$ cat config.mk
export PLATFORM = sky130hd
export DESIGN_NAME = uc_movimento_elevador
export DESIGN_NICKNAME = d
export VERILOG_FILES = /design/src/rtl/uc_movimento_elevador.sv
export SDC_FILE = /design/constraint.sdc
export NUM_CORES = 1
export LEC_CHECK = 0
export CAP_MARGIN = 10
export CORE_ASPECT_RATIO = 0.7
export CORE_MARGIN = 4
export CORE_UTILIZATION = 40
export DETAILED_ROUTE_END_ITERATION = 7
export SLEW_MARGIN = 20
export SYNTH_ARGS = -nofsm -noshare
export SYNTH_HDL_FRONTEND = slang
export SYNTH_SLANG_ARGS = --single-unit
$ cat constraint.sdc
create_clock -name clock -period 1.6 [get_ports clock]
set_input_delay 0.32 -clock clock [delete_from_list [all_inputs] [get_ports clock]]
set_output_delay 0.32 -clock clock [all_outputs]
set_load 0.01 [all_outputs]
$ cat src/rtl/uc_movimento_elevador.sv
// uc_movimento_elevador: elevator car controller driven by the head of the request queue.
// Moves one floor per step, re-reads the head after every step, opens the door, then pops.
module uc_movimento_elevador #(
    parameter int N_ANDARES = 4,
    parameter int ANDAR_W   = 2,
    parameter int T_ANDAR   = 50,
    parameter int T_PORTA   = 100
) (
    input  logic               clock,
    input  logic               reset,
    input  logic               iniciar,
    input  logic               fila_vazia,
    input  logic [ANDAR_W-1:0] andar_alvo,
    input  logic               insercao_ativa,
    output logic               pop,
    output logic [ANDAR_W-1:0] andar_atual,
    output logic               subindo,
    output logic               descendo,
    output logic               porta_aberta,
    output logic [3:0]         estado_db
);
    localparam int T_MAX = (T_ANDAR > T_PORTA) ? T_ANDAR : T_PORTA;
    localparam int TW = $clog2(T_MAX + 1);
    localparam logic [ANDAR_W-1:0] TOPO = ANDAR_W'(N_ANDARES - 1);
    localparam logic [ANDAR_W:0] LIMITE = (ANDAR_W + 1)'(N_ANDARES);

    typedef enum logic [3:0] {
        OCIOSO     = 4'd0,
        LE_FILA    = 4'd1,
        DECIDE     = 4'd2,
        MOVE       = 4'd3,
        PASSO      = 4'd4,
        PORTA      = 4'd5,
        ESPERA_POP = 4'd6,
        REMOVE     = 4'd7
    } estado_t;

    estado_t            estado_q, estado_d;
    logic [ANDAR_W-1:0] andar_q, andar_d, alvo_q, alvo_d;
    logic [TW-1:0]      timer_q, timer_d;
    logic               sobe_q, sobe_d;
    logic               invalido;

    assign invalido = {1'b0, alvo_q} >= LIMITE;

    always_ff @(posedge clock or posedge reset) begin
        if (reset) begin
            estado_q <= OCIOSO;
            andar_q  <= '0;
            alvo_q   <= '0;
            timer_q  <= '0;
            sobe_q   <= 1'b1;
        end else begin
            estado_q <= estado_d;
            andar_q  <= andar_d;
            alvo_q   <= alvo_d;
            timer_q  <= timer_d;
            sobe_q   <= sobe_d;
        end
    end

    always_comb begin
        estado_d = OCIOSO;
        andar_d  = andar_q;
        alvo_d   = alvo_q;
        sobe_d   = sobe_q;
        timer_d  = (estado_q == MOVE || estado_q == PORTA) ? timer_q + 1'b1 : '0;
        case (estado_q)
            OCIOSO:     estado_d = (iniciar && !fila_vazia) ? LE_FILA : OCIOSO;
            LE_FILA: begin
                alvo_d   = andar_alvo;
                estado_d = DECIDE;
            end
            DECIDE: begin
                estado_d = invalido ? ESPERA_POP : (alvo_q == andar_q) ? PORTA : MOVE;
                sobe_d   = (!invalido && alvo_q != andar_q) ? (alvo_q > andar_q) : sobe_q;
            end
            MOVE:       estado_d = (timer_q == TW'(T_ANDAR - 1)) ? PASSO : MOVE;
            PASSO: begin
                // Saturate at the shaft ends so a stray step never wraps the floor.
                andar_d  = sobe_q ? ((andar_q == TOPO) ? andar_q : andar_q + 1'b1)
                                  : ((andar_q == '0) ? andar_q : andar_q - 1'b1);
                estado_d = LE_FILA;
            end
            PORTA:      estado_d = (timer_q == TW'(T_PORTA - 1)) ? ESPERA_POP : PORTA;
            ESPERA_POP: estado_d = insercao_ativa ? ESPERA_POP : REMOVE;
            REMOVE:     estado_d = OCIOSO;
            default:    estado_d = OCIOSO;
        endcase
    end

    assign pop          = estado_q == REMOVE;
    assign subindo      = estado_q == MOVE && sobe_q;
    assign descendo     = estado_q == MOVE && !sobe_q;
    assign porta_aberta = estado_q == PORTA;
    assign andar_atual  = andar_q;
    assign estado_db    = estado_q;
endmodule

* Word level (Yosys, flattened, before mapping)
Index checks and enable logic that the tools add are counted.
Widths: inputs -> output; s select.
** Cells by class
- Add/subtract/negate cells :: 3
- $lt $le $gt $ge :: 1
- Equality and inequality tests :: 14
- Multiplexer cells :: 10
- Reduce and logical (&&, ||, !) cells :: 10
** Operator list (number)
- $pmux 3 s7 :: 1
- $eq 4x3->1 const B :: 4
- $eq 4x2->1 const B :: 2
- $mux 2 :: 4
- $add 7x1->7 const B :: 1
- $eq 7x6->1 const B :: 1
- $eq 7x7->1 const B :: 1
- $mux 7 :: 1
- $mux 3 :: 2
- $eq 4x1->1 const B :: 1
- $logic_not 4->1 :: 1
- $ne 2x2->1 const B :: 2
- $logic_and 1x1->1 :: 3
- $reduce_and 3->1 :: 1
- $add 2x1->2 const B :: 1
- $eq 2x2->1 :: 1
- $eq 2x2->1 const B :: 1
- $gt 2x2->1 :: 1
- $logic_not 1->1 :: 2
- $logic_not 2->1 :: 1
- $mux 1 :: 2
- $ne 2x2->1 :: 1
- $reduce_and 2->1 :: 1
- $sub 2x1->2 const B :: 1
- $logic_or 1x1->1 :: 1
** Word-level totals
- Register bits :: 16
- Bits of input ports :: 7
- Word-level logic and storage cells :: 43

* Depth between registers and ports, before layout
Gate-level depths: netlist (run 1).
- Depth in word-level cells :: 4
- Mapped depth :: 5

* Worst setup path before layout (run 1)
No wires, ideal clock.
- Kind :: flip-flop to output port
- From :: reg estado_q[1] (netlist: estado_db[1])
- To :: out descendo
- Data arrival time :: 0.974 ns
- Required time :: 1.280 ns
- Setup slack :: 0.306 ns
- Stages on the path, launching flop included :: 4
- Cell sequence :: dfrtp_1 -> nor2b_1 -> nand2_1 -> nor2_1
** Between the ends
- Word-level cells in the longest chain between the ends :: 2
** RTL lines
- from (decl) :: RTL line 38 : estado_t estado_q, estado_d;
- from (signal assigned) :: RTL line 54 : estado_q <= estado_d;
- $eq 4x2->1 :: RTL line 94 : assign descendo = estado_q == MOVE && !sobe_q;
- $logic_and 1x1->1 :: RTL line 94
- to (decl) :: RTL line 18 : output logic descendo,
Every way passes these cells.

* Final worst setup path (run 1)
- From :: reg estado_q[1] (netlist: estado_db[1])
- To :: out estado_db[1]
** RTL lines
- to (decl) :: RTL line 20 : output logic [3:0] estado_db
No word-level cell between the ends.

==> impl_metrics.json, run 1 <==
{
  "p_leak_uw": 0.000567,
  "grt_pass1_wl_um": 3510,
  "path_class": "register to primary output",
  "synth.most_common_cell": "dfrtp_1",
  "grt_usage_pct": 15.8,
  "status": "finished clean",
  "n_antenna_cell": 0,
  "p_int_uw": 1090,
  "yosysSeqAreaShare_pct": 42.8,
  "insertion_delay_ps": 280,
  "cts_root_buf": "clkbuf_4",
  "async_flop_share_pct": 100,
  "seqPwrFrac_pct": 33.8,
  "fin_nets": 134,
  "synth_edf_count": 0,
  "hold_violations": 0,
  "grt-ovfl-total": 0,
  "drt_iter0_drc": 33,
  "maxSlewViolCount": 0,
  "clkPwrFrac_pct": 12.2,
  "post_drt_wl_per_cell_um": 13.0,
  "grt_pass1_vias": 727,
  "switching_share_pct": 38.5,
  "routed_wl_um": 1980,
  "synth_top_cells_by_count": "dfrtp_1, nor2_1, inv_1, a21oi_1, nand2_1",
  "syn_nets": 102,
  "die_w_um": 64.1,
  "p_switching_uw": 680,
  "cp_max_fo": 7,
  "syn_inst": 91,
  "fillers": 176,
  "cts_buffers": 3,
  "die_h_um": 47.2,
  "drc_errors": 0,
  "drv_cap": 0,
  "drive_above_1_share_pct": 26.2,
  "cts_hold_buf": 0,
  "synth_area_um2": 880,
  "cp-end-kind": "primary output",
  "initial_core_util_pct": 44.7,
  "syn_avg_cell_area_um2": 9.67,
  "antenna_found_initial": 0,
  "firstDrtPassIters": 4,
  "io_pins": 17,
  "vias_per_cell": 4.93,
  "numPortBuffers": 15,
  "cts_tree": "done",
  "grt_max_degree": 16,
  "ys_ff_latch": 15,
  "gp_congestion": 0.743,
  "top_layer_used": "met4",
  "h-tree-depth": 1,
  "fmax_mhz": 651,
  "cp.required_ps": 1280,
  "dr_wl_met3_um": 132,
  "dp_cells": 143,
  "ir_drop_v": 0.000692,
  "synth_top_cell_area_share_pct": 39.8,
  "ant_nets": 0,
  "yosysTopAreaCell": "dfrtp_1",
  "syn_to_final_growth_pct": 35.1,
  "setup_viol_count_final": 0,
  "cts_sinks": 15,
  "post-route-min-period_ps": 1540,
  "postLayoutCellArea_um2": 1190,
  "core-area_um2": 1970,
  "fp.dieArea_um2": 3030,
  "synthTopCellsByArea": "dfrtp_1, ha_1, mux2_1",
  "powerDensity_nw_per_um2": 1490,
  "vias": 750,
  "combPwrFrac_pct": 54.0,
  "clock_skew_ps": 1.83,
  "stdcell_count": 152,
  "yosysUniqueCellTypes": 38,
  "start_kind": "register",
  "wl_met1_um": 1020,
  "finalCritPeriodShare_pct": 96.0,
  "rsz0062_at_grt": "no",
  "wl_met2_um": 811,
  "cts.clk_slew.worst_paths_ps": 90,
  "dpl_cell_area_um2": 1130,
  "cp.arrival_ps": 1220,
  "synth_top_flop_cell": "dfrtp_1",
  "fp-row-count": 13,
  "cts_max_path_buffers": 2,
  "worstHoldPathType": "primary input to async pin",
  "ys_warn_count": 0,
  "hpwl_um": 1480
}
## registers in the layout (all words and copies together) (netlist names)
| name | cells |
|---|---|
| alvo_q | 2 |
| andar_atual | 2 |
| estado_db | 3 |
| sobe_q | 1 |
| timer_q | 7 |
## path summary, 6_finish.rpt
kind / slack [ps] / to / startpoint / cells after the start
min in group clock: 500 / alvo_q[1] / alvo_q[1] / 1
setup reg to reg: 160 / alvo_q[0] / estado_db[0] / 5
hold / removal: 340 / alvo_q[0] / reset / 3
hold reg to reg: 500 / alvo_q[1] / alvo_q[1] / 1
max in group asynchronous: 1010 / sobe_q / reset / 3
setup / recovery: 60 / estado_db[1] / estado_db[1] / 3
## cell usage in the layout, fill, tap and decap left out, drive strengths merged, types with 4 or more instances in the layout
cell type	synthesis	final
buf	4	17
dfrtp	14	14
nor2	8	8
inv	7	7
clkbuf	0	7
a21oi	6	6
clkdlybuf4s50	0	6
nand2	5	5
nand3	4	4
ha	4	4
o21ai	4	4
## critical path, stage by stage (launching register included)
cell             delay [ps]
dfrtp_1                 400
buf_4                   150
buf_4                   160
clkdlybuf4s15_1         230
## area by class of cell
| class | instances | area, µm² | area share (%) |
|---|---|---|---|
| Clock buffer | 4 | 26.3 | 2.21 |
| Inverter | 7 | 26.3 | 2.21 |
| Tap cell | 30 | 37.5 | 3.16 |
| Timing Repair Buffer | 31 | 258 | 21.7 |
| Multi-Input combinational cell | 65 | 462 | 38.8 |
| Sequential cell | 15 | 379 | 31.9 |
## power groups by stage
stage	sequential, µW	combinational [µW]	clock (µW)
6_report	597	954	215
5_1_grt	618	1070	248
4_1_cts	602	954	231
3_5_place_dp	606	925	0
3_3_place_gp	599	909	0
2_1_floorplan	599	516	0
## per-layer routing
layer | track usage, % | up-vias
li1 | - | 378
met4 | 3.86 | 0
met1 | 20.4 | 349
met2 | 25.7 | 21
met3 | 5.74 | 2
met5 | 0 | -
## stage by stage
stage / hold WS (ps) / total power [µW] / worst slack, ps / TNS (ps) / util [%]
finish: 344 / 1770 / 63.2 / 0 / 60.4
global route: 353 / 1940 / 0.239 / 0 / 60.4
CTS: 344 / 1790 / 0.813 / 0 / 60.5
detailed placement: 480 / 1530 / -41.2 / -46.6 / 57.3
global placement: 475 / 1510 / 9.23 / 0 / 57.3
floorplan: 221 / 1120 / 306 / 0 / -
## what timing repair did
action | CTS | global route
buffers inserted | 4 | 1
endpoints found under the setup margin | 9 | 6
gates resized for setup | 19 | 6
hold endpoints to repair | 0 | 0
pin swaps | 0 | 0
## cell families (layout without fill, tap and decap cells)
group,Yosys count,after routing,synth area share [%]
compound gates,17,17,12.5
xor+xnor,4,4,3.98
fa+ha+maj,5,5,6.83
buf+inv,11,42,5.55
flops,15,15,42.8
mux,3,3,3.84
other cells,1,1,0.426
simple gates,35,35,24.0
Note: power is estimated with default switching activity, not from simulation.
==> run 2: changes to the inputs <==
--- a/config.mk
+++ b/config.mk
@@ -11,3 +11,5 @@
 export CORE_UTILIZATION = 40
+export CTS_CLUSTER_SIZE = 16
 export DETAILED_ROUTE_END_ITERATION = 7
+export SETUP_SLACK_MARGIN = 0.3
 export SLEW_MARGIN = 20
==> constraint.sdc (replaced) <==
create_clock -name clock -period 1.6 [get_ports clock]
set_input_delay 0.4 -clock clock [delete_from_list [all_inputs] [get_ports clock]]
set_output_delay 0.4 -clock clock [all_outputs]
set_load 0.01 [all_outputs]
==> run 2 against run 1 <==
The run now ends with setup timing left. Combinational power grew 100%. Die area is the same. Sequential share of layout area shrank 8.0 points. Sequential power grew 3%. Largest power group unchanged. Maximum frequency shrank 6.8%. Hold slack gained 87 ps.
==> impl_metrics.json, run 2 (same netlist as run 1, synthesis figures left out) <==
{
  "grt_usage_pct": 19.4,
  "core-area_um2": 1970,
  "grt_pass1_vias": 894,
  "gp_congestion": 0.757,
  "layout_common_cells": "buf_4, buf_6, dfrtp_1, nor2_1",
  "fp-row-count": 13,
  "insertion_delay_ps": 290,
  "hpwl_um": 1550,
  "dpl_cell_area_um2": 1140,
  "p_leak_uw": 0.000707,
  "violations": "setup timing",
  "antenna_found_initial": 0,
  "cp-end-kind": "primary output",
  "die_h_um": 47.2,
  "firstDrtPassIters": 4,
  "grt-ovfl-total": 0,
  "largest_reg_flops": 7,
  "worstHoldPathType": "primary input to async pin",
  "syn_to_final_growth_pct": 80.2,
  "dp_cells": 145,
  "cts_buffers": 3,
  "rsz0062_at_grt": "yes",
  "drc_errors": 0,
  "total_power_uw": 2790,
  "cts.clk_slew.worst_paths_ps": 90,
  "startpoint": "estado_db[1]",
  "cts_tree": "done",
  "n_antenna_cell": 0,
  "vias": 926,
  "post-route-min-period_ps": 1650,
  "routed_wl_um": 2920,
  "fin_nets": 158,
  "cts_hold_buf": 0,
  "maxSlewViolCount": 0,
  "finalCritPeriodShare_pct": 103,
  "setup_viol_count_final": 2,
  "post_drt_wl_per_cell_um": 16.6,
  "ir_drop_v": 0.00106,
  "r2r-start": "estado_db[1]",
  "setup_tns_ps": -63.6,
  "cts_max_path_buffers": 2,
  "vias_per_cell": 5.26,
  "status": "complete, but fails checks",
  "hold_violations": 0,
  "final_common_cell": "buf_4",
  "clock_skew_ps": 2.90,
  "cp_max_fo": 4,
  "cts_root_buf": "clkbuf_4",
  "postLayoutCellArea_um2": 1590,
  "initial_core_util_pct": 44.7,
  "io_pins": 17,
  "drive_above_1_share_pct": 56.2,
  "cts_sinks": 15,
  "regMostFlops": "timer_q",
  "start_kind": "register",
  "grt_pass1_wl_um": 4290,
  "stdcell_count": 176,
  "h-tree-depth": 1,
  "die_w_um": 64.1,
  "cp.required_ps": 1200,
  "cp.arrival_ps": 1250,
  "path_class": "register to primary output",
  "fmax_mhz": 606,
  "numPortBuffers": 15,
  "fin_ws_ps": -49.3,
  "ant_nets": 0,
  "drv_cap": 0,
  "drt_iter0_drc": 63,
  "fp.dieArea_um2": 3030,
  "powerDensity_nw_per_um2": 1760,
  "grt_max_degree": 16
}
run 2: final timing paths:
path / depth (start not counted) / slack (ps) / end
worst max-delay path: 3 / -50 / porta_aberta
worst min-delay path: 3 / 430 / timer_q[0]
worst max register to register: 6 / 20 / andar_atual[1]
worst min register to register: 1 / 530 / alvo_q[0]
max in group asynchronous: 3 / 930 / sobe_q
min in group clock: 1 / 530 / alvo_q[0]
run 2: what timing repair did:
action	in CTS	in global routing
resized for setup	73	15
setup endpoints to repair	21	22
pin swaps	14	5
buffers inserted	19	8
run 2: stage by stage:
| step | worst slack, ps | hold WS, ps | util (%) |
|---|---|---|---|
| after floorplan | 305 | 301 | - |
| after global placement | -167 | 471 | 58.2 |
| after detailed placement | -168 | 477 | 58.2 |
| after CTS | -17.3 | 429 | 73.7 |
| after global routing | -91.9 | 465 | 80.5 |
| final | -49.3 | 431 | 80.5 |
run 2: cell type report:
class / instances / area, µm²
Sequential cell: 15 / 379
Timing Repair Buffer: 55 / 494
Clock buffer: 4 / 26.3
Inverter: 7 / 30.0
Fill cell: 130 / 383
Tap cell: 30 / 37.5
Multi-Input combinational cell: 65 / 618
run 2: where the power goes:
part,internal [µW],switching (µW),total (µW)
combinational,1120,839,1950
sequential,496,117,612
clock,96.9,123,220
run 2: worst max-delay path, stage by stage (launching register included):
cell and delay (ps):
dfrtp_1 420, buf_6 130, and3b_1 260, buf_2 150
run 2: metal layers:
layer | up-vias | global-route usage [%] | routed length, µm
met5 | - | 0 | 0
met4 | 0 | 3.86 | 42
met3 | 6 | 5.98 | 170
met2 | 33 | 33.9 | 1370
met1 | 450 | 24.3 | 1340
li1 | 437 | - | -
==> run 3: changes to the inputs <==
- CTS_CLUSTER_SIZE: 16 -> default
==> results of run 3 <==
No change in the layout: final DEF, timing and power equal those of run 2.
